## src/rtl/serial_subtractor.sv

```systemverilog
// rtl/serial_subtractor.sv - digit-serial two's-complement subtractor with borrow/overflow/zero flags
module serial_subtractor #(
   parameter int WIDTH = 32,
   parameter int DIGIT = 1
) (
   input  logic             clk,
   input  logic             rst,
   input  logic             start,
   input  logic [WIDTH-1:0] a,
   input  logic [WIDTH-1:0] b,
   output logic             ready,
   output logic             busy,
   output logic             done,
   output logic [WIDTH-1:0] diff,
   output logic             borrow,
   output logic             overflow,
   output logic             zero
);

   localparam int N  = WIDTH / DIGIT;
   localparam int CW = $clog2(N + 1);

   typedef enum logic [1:0] {S_IDLE, S_RUN, S_DONE} state_t;

   state_t           r_state;
   state_t           w_next;
   logic [WIDTH-1:0] r_a;
   logic [WIDTH-1:0] r_b;
   logic [WIDTH-1:0] r_dsh;
   logic             r_a_msb;
   logic             r_b_msb;
   logic             r_bor;
   logic [CW-1:0]    r_cnt;
   logic [DIGIT:0]   w_sub;
   logic             w_last;

   // Extra top bit of the digit subtract goes negative exactly when a borrow is needed.
   assign w_sub  = {1'b0, r_a[DIGIT-1:0]} - {1'b0, r_b[DIGIT-1:0]} - {{DIGIT{1'b0}}, r_bor};
   assign w_last = (r_cnt == CW'(N));

   always_ff @(posedge clk or posedge rst) begin
      if (rst) r_state <= S_IDLE;
      else     r_state <= w_next;
   end

   always_comb begin
      w_next = r_state;
      ready  = 1'b0;
      busy   = 1'b0;
      done   = 1'b0;
      case (r_state)
         S_IDLE: begin
            ready = 1'b1;
            if (start) w_next = S_RUN;
         end
         S_RUN: begin
            busy = 1'b1;
            if (w_last) w_next = S_DONE;
         end
         S_DONE: begin
            done   = 1'b1;
            w_next = S_IDLE;
         end
         default: w_next = S_IDLE;
      endcase
   end

   always_ff @(posedge clk or posedge rst) begin
      if (rst) begin
         r_a      <= '0;
         r_b      <= '0;
         r_dsh    <= '0;
         r_a_msb  <= 1'b0;
         r_b_msb  <= 1'b0;
         r_bor    <= 1'b0;
         r_cnt    <= '0;
         diff     <= '0;
         borrow   <= 1'b0;
         overflow <= 1'b0;
         zero     <= 1'b0;
      end else if (r_state == S_IDLE && start) begin
         r_a     <= a;
         r_b     <= b;
         r_a_msb <= a[WIDTH-1];
         r_b_msb <= b[WIDTH-1];
         r_bor   <= 1'b0;
         r_cnt   <= '0;
      end else if (r_state == S_RUN) begin
         if (!w_last) begin
            r_a   <= r_a >> DIGIT;
            r_b   <= r_b >> DIGIT;
            r_dsh <= {w_sub[DIGIT-1:0], r_dsh[WIDTH-1:DIGIT]};
            r_bor <= w_sub[DIGIT];
            r_cnt <= r_cnt + CW'(1);
         end else begin
            // Operand MSBs were saved at capture since the shift registers are drained by now.
            diff     <= r_dsh;
            borrow   <= r_bor;
            overflow <= (r_a_msb != r_b_msb) && (r_dsh[WIDTH-1] != r_a_msb);
            zero     <= (r_dsh == '0);
         end
      end
   end

endmodule

```

## config.mk

```make
export PLATFORM = sky130hd
export DESIGN_NAME = serial_subtractor
export DESIGN_NICKNAME = d
export VERILOG_FILES = /design/src/rtl/serial_subtractor.sv
export SDC_FILE = /design/constraint.sdc
export NUM_CORES = 1
export LEC_CHECK = 0
export ABC_AREA = 1
export CAP_MARGIN = 30
export CELL_PAD_IN_SITES_DETAIL_PLACEMENT = 2
export CELL_PAD_IN_SITES_GLOBAL_PLACEMENT = 2
export CORE_MARGIN = 10
export CORE_UTILIZATION = 34
export CTS_CLUSTER_DIAMETER = 150
export CTS_CLUSTER_SIZE = 28
export DETAILED_ROUTE_END_ITERATION = 16
export GPL_ROUTABILITY_DRIVEN = 0
export PLACE_DENSITY = 0.86
export SYNTH_ARGS = -nofsm -noshare
export SYNTH_HDL_FRONTEND = slang
export SYNTH_SLANG_ARGS = --single-unit
```

## constraint.sdc

```tcl
create_clock -name clk -period 11.2 [get_ports clk]
set_input_delay 2.24 -clock clk [delete_from_list [all_inputs] [get_ports clk]]
set_output_delay 2.24 -clock clk [all_outputs]
set_load 0.02 [all_outputs]
```

==> out/metrics.csv, run 1 <==
metric,value,unit
endpoint_kind,primary output,
reg2reg_depth,9,
grt-busiest-layer,met2,
drtIter0Drc,207,
min_path_cells,2,
min_period_over_period,36.1,%
clockPowerShare,27.2,%
finalHoldViolCount,0,
cts_made_buffers,17,
p_total,2.11,mW
fp.dieW,154,µm
instances_no_fill,1025,
tns,0,ns
h-tree-depth,4,
hold_slack,0.474,ns
fmax,248,MHz
via_count,5060,
cts_tree,built,
cts.path.max_buffers,2,
required,8.96,ns
slew_viol_final,0,
wl_per_cell,17.9,µm
slew_headroom,41.0,%
slowest_stage,clkdlybuf4s50_1,
dp.cells,993,
clkLatencyLatePin,0.42,ns
drcViolationCount,0,
p_int,1.33,mW
die_area,0.0237,mm²
synth_fp_nets,763,
first_pass_iters,4,
path_max_fanout,3,
p_leak,3.71,nW
cts_setup_buffers,0,
cpMostUsedCell,inv_1,
core,0.0174,mm²
finish.instance_area,0.00792,mm²
grt_usage,15.6,%
ctsResizeCount,0,
met3_usage,5.33,%
seq_area_frac_synth,58.3,%
maxCapViolCount,0,
cts-root-buf,clkbuf_16,
hold_path_class,reg2reg,
powerDensity,266,mW/mm²
crit_type,reg2out,
synth_warnings,0,
start_kind,register,
pwr-share-comb,31.5,%
grt-ovfl-total,0,
fillers,1872,
worstHoldStart,r_b[31],
postRouteAntennaNets,0,
ys_ff_latch,142,
crit_path_cell_trace,"inv_1, nand2_1, inv_1, clkdlybuf4s50_1",
fin_crit,4.04,ns
status,completed,
grt_use_met2,27.8,%
hold_buffers,0,
cts_sinks,142,
tightestPinTransition,0.885,ns
portBuffers,104,
yosys.area.top_type,dfrtp_1,
io_pins,105,
ff2ff_setup_slack,8.78,ns
crit_buf_inv,3,
synthTopCellsByArea,"dfrtp_1, nand2_1, a21boi_0",
yosysTopAreaCellShare,58.3,%
met1_usage,17.0,%
cp.arrival,1.80,ns
dpl.hpwl,11.8,mm
num_rows,48,
fin_util,45.5,%
grt_pass1_vias,5949,
clk_pin_slew_worst_paths,0.06,ns
netSwitchingPower,781,µW
grt_max_degree,75,
diodes,0,
grt_setup_unrepaired,no,
vias_per_cell,4.94,
seqPwrFrac,41.3,%
final_common_cell,nand2_1,
fin_nets,858,
worstReg2RegStart,r_cnt[0],
grt_pass1_wl,30.2,mm
drive_gt1_share,5.63,%
fin_ws,7.16,ns
final_cell_mix,"nand2_1, dfrtp_1, clkdlybuf4s50_1",
synth_cells,693,
synth_cell_types,25,
swShare,37.1,%
syn_avg_cell_area,8.80,µm²
antenna_found_initial,0,
ir_drop,122,µV
dp_worst_setup_slack,6.79,ns
cp_top_family,buffers and inverters,
setup_viol,0,
dieHeight,154,µm
r2r_end,r_a[27],
dpl_cell_area,0.00730,mm²
routed_wirelength,18.3,mm
synth_area,0.00610,mm²
start_util,35.0,%
finClkSkew,0.00775,ns
crit_path_max_incr_delay,0.63,ns
min_to,r_b[31],
synthToLayoutAreaGrowth,29.9,%
[cell families (layout without fill, tap and decap cells)]
family / Yosys count / in the layout / share of synthesized area [%]
and+or+nand+nor: 337 / 337 / 21.7
adders and majority gates: 3 / 3 / 0.739
buffers and inverters: 78 / 185 / 5.72
xor gates and xnor gates: 1 / 1 / 0.144
DFF: 142 / 142 / 58.3
AOI/OAI and AO/OA: 132 / 132 / 13.4
[routing by layer]
layer	up-vias	part of all wire [%]
li1	2367	-
met1	2563	42
met2	111	51
met3	19	5.2
met4	0	1.7
met5	-	0
[tightest hold or removal path: stages, from the launching register on]
cell,delay [ns]
dfrtp_1,0.34
nand2_1,0.06
nand2_1,0.05
[flip-flops by register name, indices dropped and copies added, names as in the netlist, 2 cells and up]
register,count
r_state,2
r_b,32
r_cnt,6
r_dsh,32
diff,32
r_a,32
[worst max path at each step]
stage,from,end,slack [ns],cells past startpoint
3_3_place_gp,start,r_b[20],6.70,7
6_report,r_state[1],busy,7.16,4
2_1_floorplan,rst,borrow,5.15,1
3_5_place_dp,start,r_b[0],6.79,8
5_1_grt,start,r_a[30],7.03,8
4_1_cts,r_state[1],busy,7.13,4
[power groups by stage]
| stage | Combinational (mW) | Clock [mW] | Sequential (mW) |
|---|---|---|---|
| final | 0.664 | 0.574 | 0.869 |
| after floorplan | 0.386 | 0 | 0.872 |
| after global placement | 0.605 | 0 | 0.851 |
| after detailed placement | 0.660 | 0 | 0.868 |
| after global routing | 0.766 | 0.610 | 0.897 |
| after CTS | 0.684 | 0.587 | 0.871 |
[cells in the mapped netlist, drive strengths merged]
cell,number
a21boi,62
buf,18
clkbuf,16
dfrtp,142
fa,1
ha,2
inv,44
nand2,295
nand3,2
nand4,5
nor2,32
nor3,2
o21ai,69
o21bai,1
or2,1
xor2,1
[cell type report]
| type | count | area [µm²] | share of cell area, % |
|---|---|---|---|
| Clock buffer | 19 | 443 | 5.59 |
| Clock inverter | 12 | 145 | 1.83 |
| Inverter | 44 | 170 | 2.15 |
| Multi-Input combinational cell | 473 | 2200 | 27.7 |
| Sequential cell | 142 | 3550 | 44.9 |
| Tap cell | 225 | 282 | 3.55 |
| Timing Repair Buffer | 110 | 1130 | 14.3 |
Note: power is estimated with default switching activity, not from simulation.
==> run 2, diff against run 1 <==
--- a/config.mk
+++ b/config.mk
@@ -10,12 +10,12 @@
 export CELL_PAD_IN_SITES_DETAIL_PLACEMENT = 2
 export CELL_PAD_IN_SITES_GLOBAL_PLACEMENT = 2
 export CORE_MARGIN = 10
-export CORE_UTILIZATION = 34
+export CORE_UTILIZATION = 29
 export CTS_CLUSTER_DIAMETER = 150
 export CTS_CLUSTER_SIZE = 28
 export DETAILED_ROUTE_END_ITERATION = 16
 export GPL_ROUTABILITY_DRIVEN = 0
-export PLACE_DENSITY = 0.86
+export PLACE_DENSITY = 0.78
 export SYNTH_ARGS = -nofsm -noshare
 export SYNTH_HDL_FRONTEND = slang
 export SYNTH_SLANG_ARGS = --single-unit
==> constraint.sdc (replaced) <==
create_clock -name clk -period 3.4 [get_ports clk]
set_input_delay 0.68 -clock clk [delete_from_list [all_inputs] [get_ports clk]]
set_output_delay 0.68 -clock clk [all_outputs]
set_load 0.02 [all_outputs]
==> run 2 against run 1 <==
Global-route usage down 2.4 points. Clock skew up 0.0093 ns. Critical path depth unchanged. Die area up 15%. Highest routed layer unchanged. Flip-flop and latch count unchanged. Design area up 0.87%. Largest cell class unchanged. Worst hold slack better by 0.0061 ns. Sequential share of layout area down 0.39 points. Cell count up 4.7%.
==> out/metrics.csv, run 2 (same netlist as run 1, synthesis figures left out) <==
metric,value,unit
status,completed,
worstHoldStart,r_a[2],
cts-root-buf,clkbuf_16,
crit_buf_inv,3,
postRouteAntennaNets,0,
first_pass_iters,4,
cts_made_buffers,17,
required,2.72,ns
r2r_end,r_b[22],
grt_max_degree,73,
cp.arrival,1.87,ns
setup_viol,0,
fin_ws,0.852,ns
core,0.0204,mm²
worstReg2RegStart,r_cnt[0],
fin_nets,860,
fin_util,39.1,%
tightestPinTransition,0.853,ns
h-tree-depth,4,
wl_per_cell,16.2,µm
clk_pin_slew_worst_paths,0.06,ns
cts_tree,built,
timing.critical_path.to,busy,
grt_setup_unrepaired,no,
vias_per_cell,4.60,
maxCapViolCount,0,
crit_type,reg2out,
finalHoldViolCount,0,
cp_top_family,buffers and inverters,
powerDensity,865,mW/mm²
hold_buffers,0,
clkLatencyLatePin,0.44,ns
io_pins,105,
cts_sinks,142,
crit_path_cell_trace,"inv_1, nand2_1, inv_1, clkdlybuf4s50_1",
final_common_cell,nand2_1,
finClkSkew,0.0170,ns
diodes,0,
portBuffers,104,
fmax,392,MHz
endpoint_kind,primary output,
tns,0,ns
hold_slack,0.480,ns
synthToLayoutAreaGrowth,31.0,%
start_util,29.9,%
hold_path_class,reg2reg,
min_period_over_period,75.0,%
final_cell_mix,"nand2_1, dfrtp_1, clkdlybuf4s50_1",
dieHeight,165,µm
dp_worst_setup_slack,0.593,ns
crit_start,r_state[1],
slowest_stage,clkdlybuf4s50_1,
ir_drop,368,µV
finish.instance_area,0.00799,mm²
ff2ff_setup_slack,1.03,ns
drcViolationCount,0,
drtIter0Drc,171,
antenna_found_initial,0,
slew_headroom,43.0,%
start_kind,register,
grt_pass1_wl,28.7,mm
num_rows,52,
ctsResizeCount,0,
reg2reg_depth,9,
drive_gt1_share,6.10,%
slew_viol_final,0,
via_count,4934,
cts_setup_buffers,0,
crit_path_max_incr_delay,0.65,ns
dpl.hpwl,12.1,mm
path_max_fanout,3,
die_area,0.0272,mm²
cts.path.max_buffers,2,
cpMostUsedCell,inv_1,
grt_usage,13.2,%
dpl_cell_area,0.00738,mm²
path_depth,4,
grt-ovfl-total,0,
fin_crit,2.55,ns
routed_wirelength,17.4,mm
fp.dieW,165,µm
p_leak,3.70,nW
grt_pass1_vias,5666,
-- run 2: changes by cell type in the layout (fill, tap and decap cells not counted), moves of 2 or more --
cell / before / now
clkinv_4: 2 / 0
buf_4: 3 / 6
inv_8: 0 / 2
inv_6: 1 / 3
clkinvlp_4: 1 / 7
clkinv_2: 6 / 0
-- run 2: metrics by stage --
step | power (mW) | std cells
2_1_floorplan | 4.14 | 693
3_3_place_gp | 4.83 | 1041
3_5_place_dp | 5.04 | 1041
4_1_cts | 7.03 | 1073
5_1_grt | 7.47 | 1073
6_report | 6.91 | 1073
-- run 2: routing by layer --
metal	GRT usage (%)	vias to the layer above	wire (µm)
li1	-	2371	-
met1	15.6	2454	7730
met2	22.0	97	8450
met3	4.56	12	1040
met4	3.86	0	169
met5	0	-	0
-- run 2: tightest hold or removal path, stage by stage (launching register included) --
cell and delay, ns:
dfrtp_1 0.34, nand2_1 0.05, nand2_1 0.05
-- run 2: power breakdown --
| part | switching (mW) | total [mW] | leakage, nW | internal [mW] |
|---|---|---|---|---|
| clock network | 0.800 | 1.94 | 0.279 | 1.14 |
| logic | 1.30 | 2.13 | 1.61 | 0.824 |
| registers | 0.466 | 2.84 | 1.80 | 2.38 |
| total | 2.57 | 6.91 | 3.70 | 4.34 |
-- run 2: final cells by class --
class / instances / area [µm²]
timing repair buffer: 112 / 1130
inverter: 44 / 169
fill: 2283 / 12400
tap: 270 / 338
sequential: 142 / 3550
clock buffer: 19 / 453
multi-input combinational: 473 / 2200
clock inverter: 13 / 154
-- run 2: worst min path at each step --
| stage | cells past startpoint | endpoint |
|---|---|---|
| after floorplan | 2 | r_a[31] |
| after global placement | 2 | r_b[31] |
| after detailed placement | 2 | r_b[9] |
| after CTS | 2 | r_b[9] |
| after global routing | 2 | r_b[17] |
| final | 2 | r_a[2] |
==> run 3, diff against run 2 <==
==> constraint.sdc (replaced) <==
create_clock -name clk -period 2.1 [get_ports clk]
set_input_delay 0.42 -clock clk [delete_from_list [all_inputs] [get_ports clk]]
set_output_delay 0.42 -clock clk [all_outputs]
set_load 0.02 [all_outputs]
==> run 3 against run 2 <==
Routed wire length fell by 0.75%. Clock power rose by 67%. Worst setup slack got worse by 0.73 ns. Register-to-register slack got worse by 0.84 ns. Non-clock buffer count rose by 4. Critical path type unchanged.
==> out/metrics.csv, run 3 (same netlist as run 1, synthesis figures left out) <==
metric,value,unit
status,completed,
path_max_fanout,3,
io_pins,105,
fin_ws,0.123,ns
maxCapViolCount,0,
setup_viol,0,
cts-root-buf,clkbuf_16,
slew_headroom,69.1,%
grt_pass1_vias,5808,
grt_setup_unrepaired,yes,
cp_top_family,buffers and inverters,
routed_wirelength,17.2,mm
p_leak,3.76,nW
cts_tree,built,
dpl.hpwl,12.2,mm
grt-ovfl-total,0,
hold_buffers,0,
cts_setup_buffers,0,
core,0.0204,mm²
fmax,506,MHz
crit_type,reg2out,
finalHoldViolCount,0,
pwr-share-comb,31.1,%
h-tree-depth,4,
crit_path_max_incr_delay,0.40,ns
crit_buf_inv,3,
die_area,0.0272,mm²
grt_max_degree,77,
crit_path_cell_trace,"inv_1, nand2_1, inv_1, clkdlybuf4s15_1",
drcViolationCount,0,
cts_sinks,142,
worstReg2RegStart,r_cnt[0],
final_common_cell,nand2_1,
synthToLayoutAreaGrowth,32.4,%
vias_per_cell,4.59,
antenna_found_initial,0,
grt_usage,13.5,%
powerDensity,1410,mW/mm²
netSwitchingPower,4.10,mW
required,1.68,ns
start_util,29.9,%
p_int,7.25,mW
clkLatencyLatePin,0.43,ns
fin_nets,864,
diodes,0,
wl_per_cell,16.0,µm
fillers,2265,
cp.arrival,1.56,ns
clk_pin_slew_worst_paths,0.06,ns
postRouteAntennaNets,0,
regArea,0.00355,mm²
seqPwrFrac,40.4,%
drive_gt1_share,6.45,%
first_pass_iters,4,
endpoint_kind,primary output,
via_count,4942,
slowest_stage,dfrtp_1,
fin_crit,1.98,ns
swShare,36.1,%
start_kind,register,
ir_drop,600,µV
fin_util,39.5,%
cts.path.max_buffers,2,
min_period_over_period,94.1,%
portBuffers,104,
tightestPinTransition,0.463,ns
num_rows,52,
multi_input_area,0.00220,mm²
cpMostUsedCell,inv_1,
finClkSkew,0.0182,ns
clockPowerShare,28.5,%
fp.dieW,165,µm
slew_viol_final,0,
hold_path_class,in2async,
cts_made_buffers,17,
dp_worst_setup_slack,0.191,ns
dieHeight,165,µm
crit_start,r_state[1],
drtIter0Drc,216,
hold_slack,0.463,ns
final_cell_mix,"nand2_1, dfrtp_1, clkdlybuf4s50_1",
grt_pass1_wl,29.4,mm
-- run 3: changes by cell type in the layout (fill, tap and decap cells not counted) --
cell | before | now
inv_6 | 3 | 1
clkbuf_8 | 2 | 1
dlygate4sd2_1 | 0 | 2
clkinv_4 | 0 | 3
inv_8 | 2 | 0
bufinv_16 | 2 | 4
buf_4 | 6 | 7
clkdlybuf4s50_1 | 104 | 101
clkdlybuf4s15_1 | 0 | 1
buf_12 | 2 | 5
clkinv_2 | 0 | 1
clkinvlp_4 | 7 | 5
-- run 3: routing by layer --
layer	wire (µm)	up-vias	GRT usage, %
met1	7640	2462	15.8
met3	962	8	4.31
met2	8500	91	23.1
met4	148	0	4.15
li1	-	2381	-
met5	0	-	0
-- run 3: worst min-delay path: stages --
cell	delay, ns
clkdlybuf4s50_1	0.44
clkinvlp_4	0.13
buf_12	0.30
-- run 3: metrics by stage --
step,TNS (ns),instances,cell area [µm²],total power [mW]
3_3_place_gp,0,1045,7450,7.90
2_1_floorplan,-13.78,693,6100,6.71
4_1_cts,0,1076,8080,11.6
3_5_place_dp,0,1045,7450,8.24
6_report,0,1076,8080,11.4
5_1_grt,-0.0373,1076,8080,12.3
-- run 3: path summary, 6_finish.rpt --
check | endpoint | slack (ns) | depth (start not counted)
max in group asynchronous | overflow | 1.25 | 3
min reg2reg | r_b[17] | 0.47 | 2
min | r_a[18] | 0.46 | 3
max reg2reg | diff[15] | 0.19 | 8
max | busy | 0.12 | 4
min in group clk | r_b[17] | 0.47 | 2
-- run 3: what timing repair did --
item | CTS | global route
gates cloned | 0 | 0
hold endpoints to repair | 0 | 0
gates resized for setup | 3 | 1
setup endpoints to repair | 3 | 4
-- run 3: layout make-up --
class / count / share of cell area (%)
clock inverters: 13 / 2.35
inverters: 44 / 2.09
repair buffers: 116 / 14.7
clock buffers: 18 / 5.44
well taps: 270 / 4.18
multi-input cells: 473 / 27.2
flip-flops and latches: 142 / 44.0
-- run 3: power by group through the flow --
stage	logic [mW]	registers (mW)	clock network [mW]
after floorplan	2.06	4.65	0
final	3.53	4.59	3.24
after global routing	4.10	4.76	3.46
after CTS	3.64	4.61	3.34
after detailed placement	3.62	4.63	0
after global placement	3.36	4.53	0
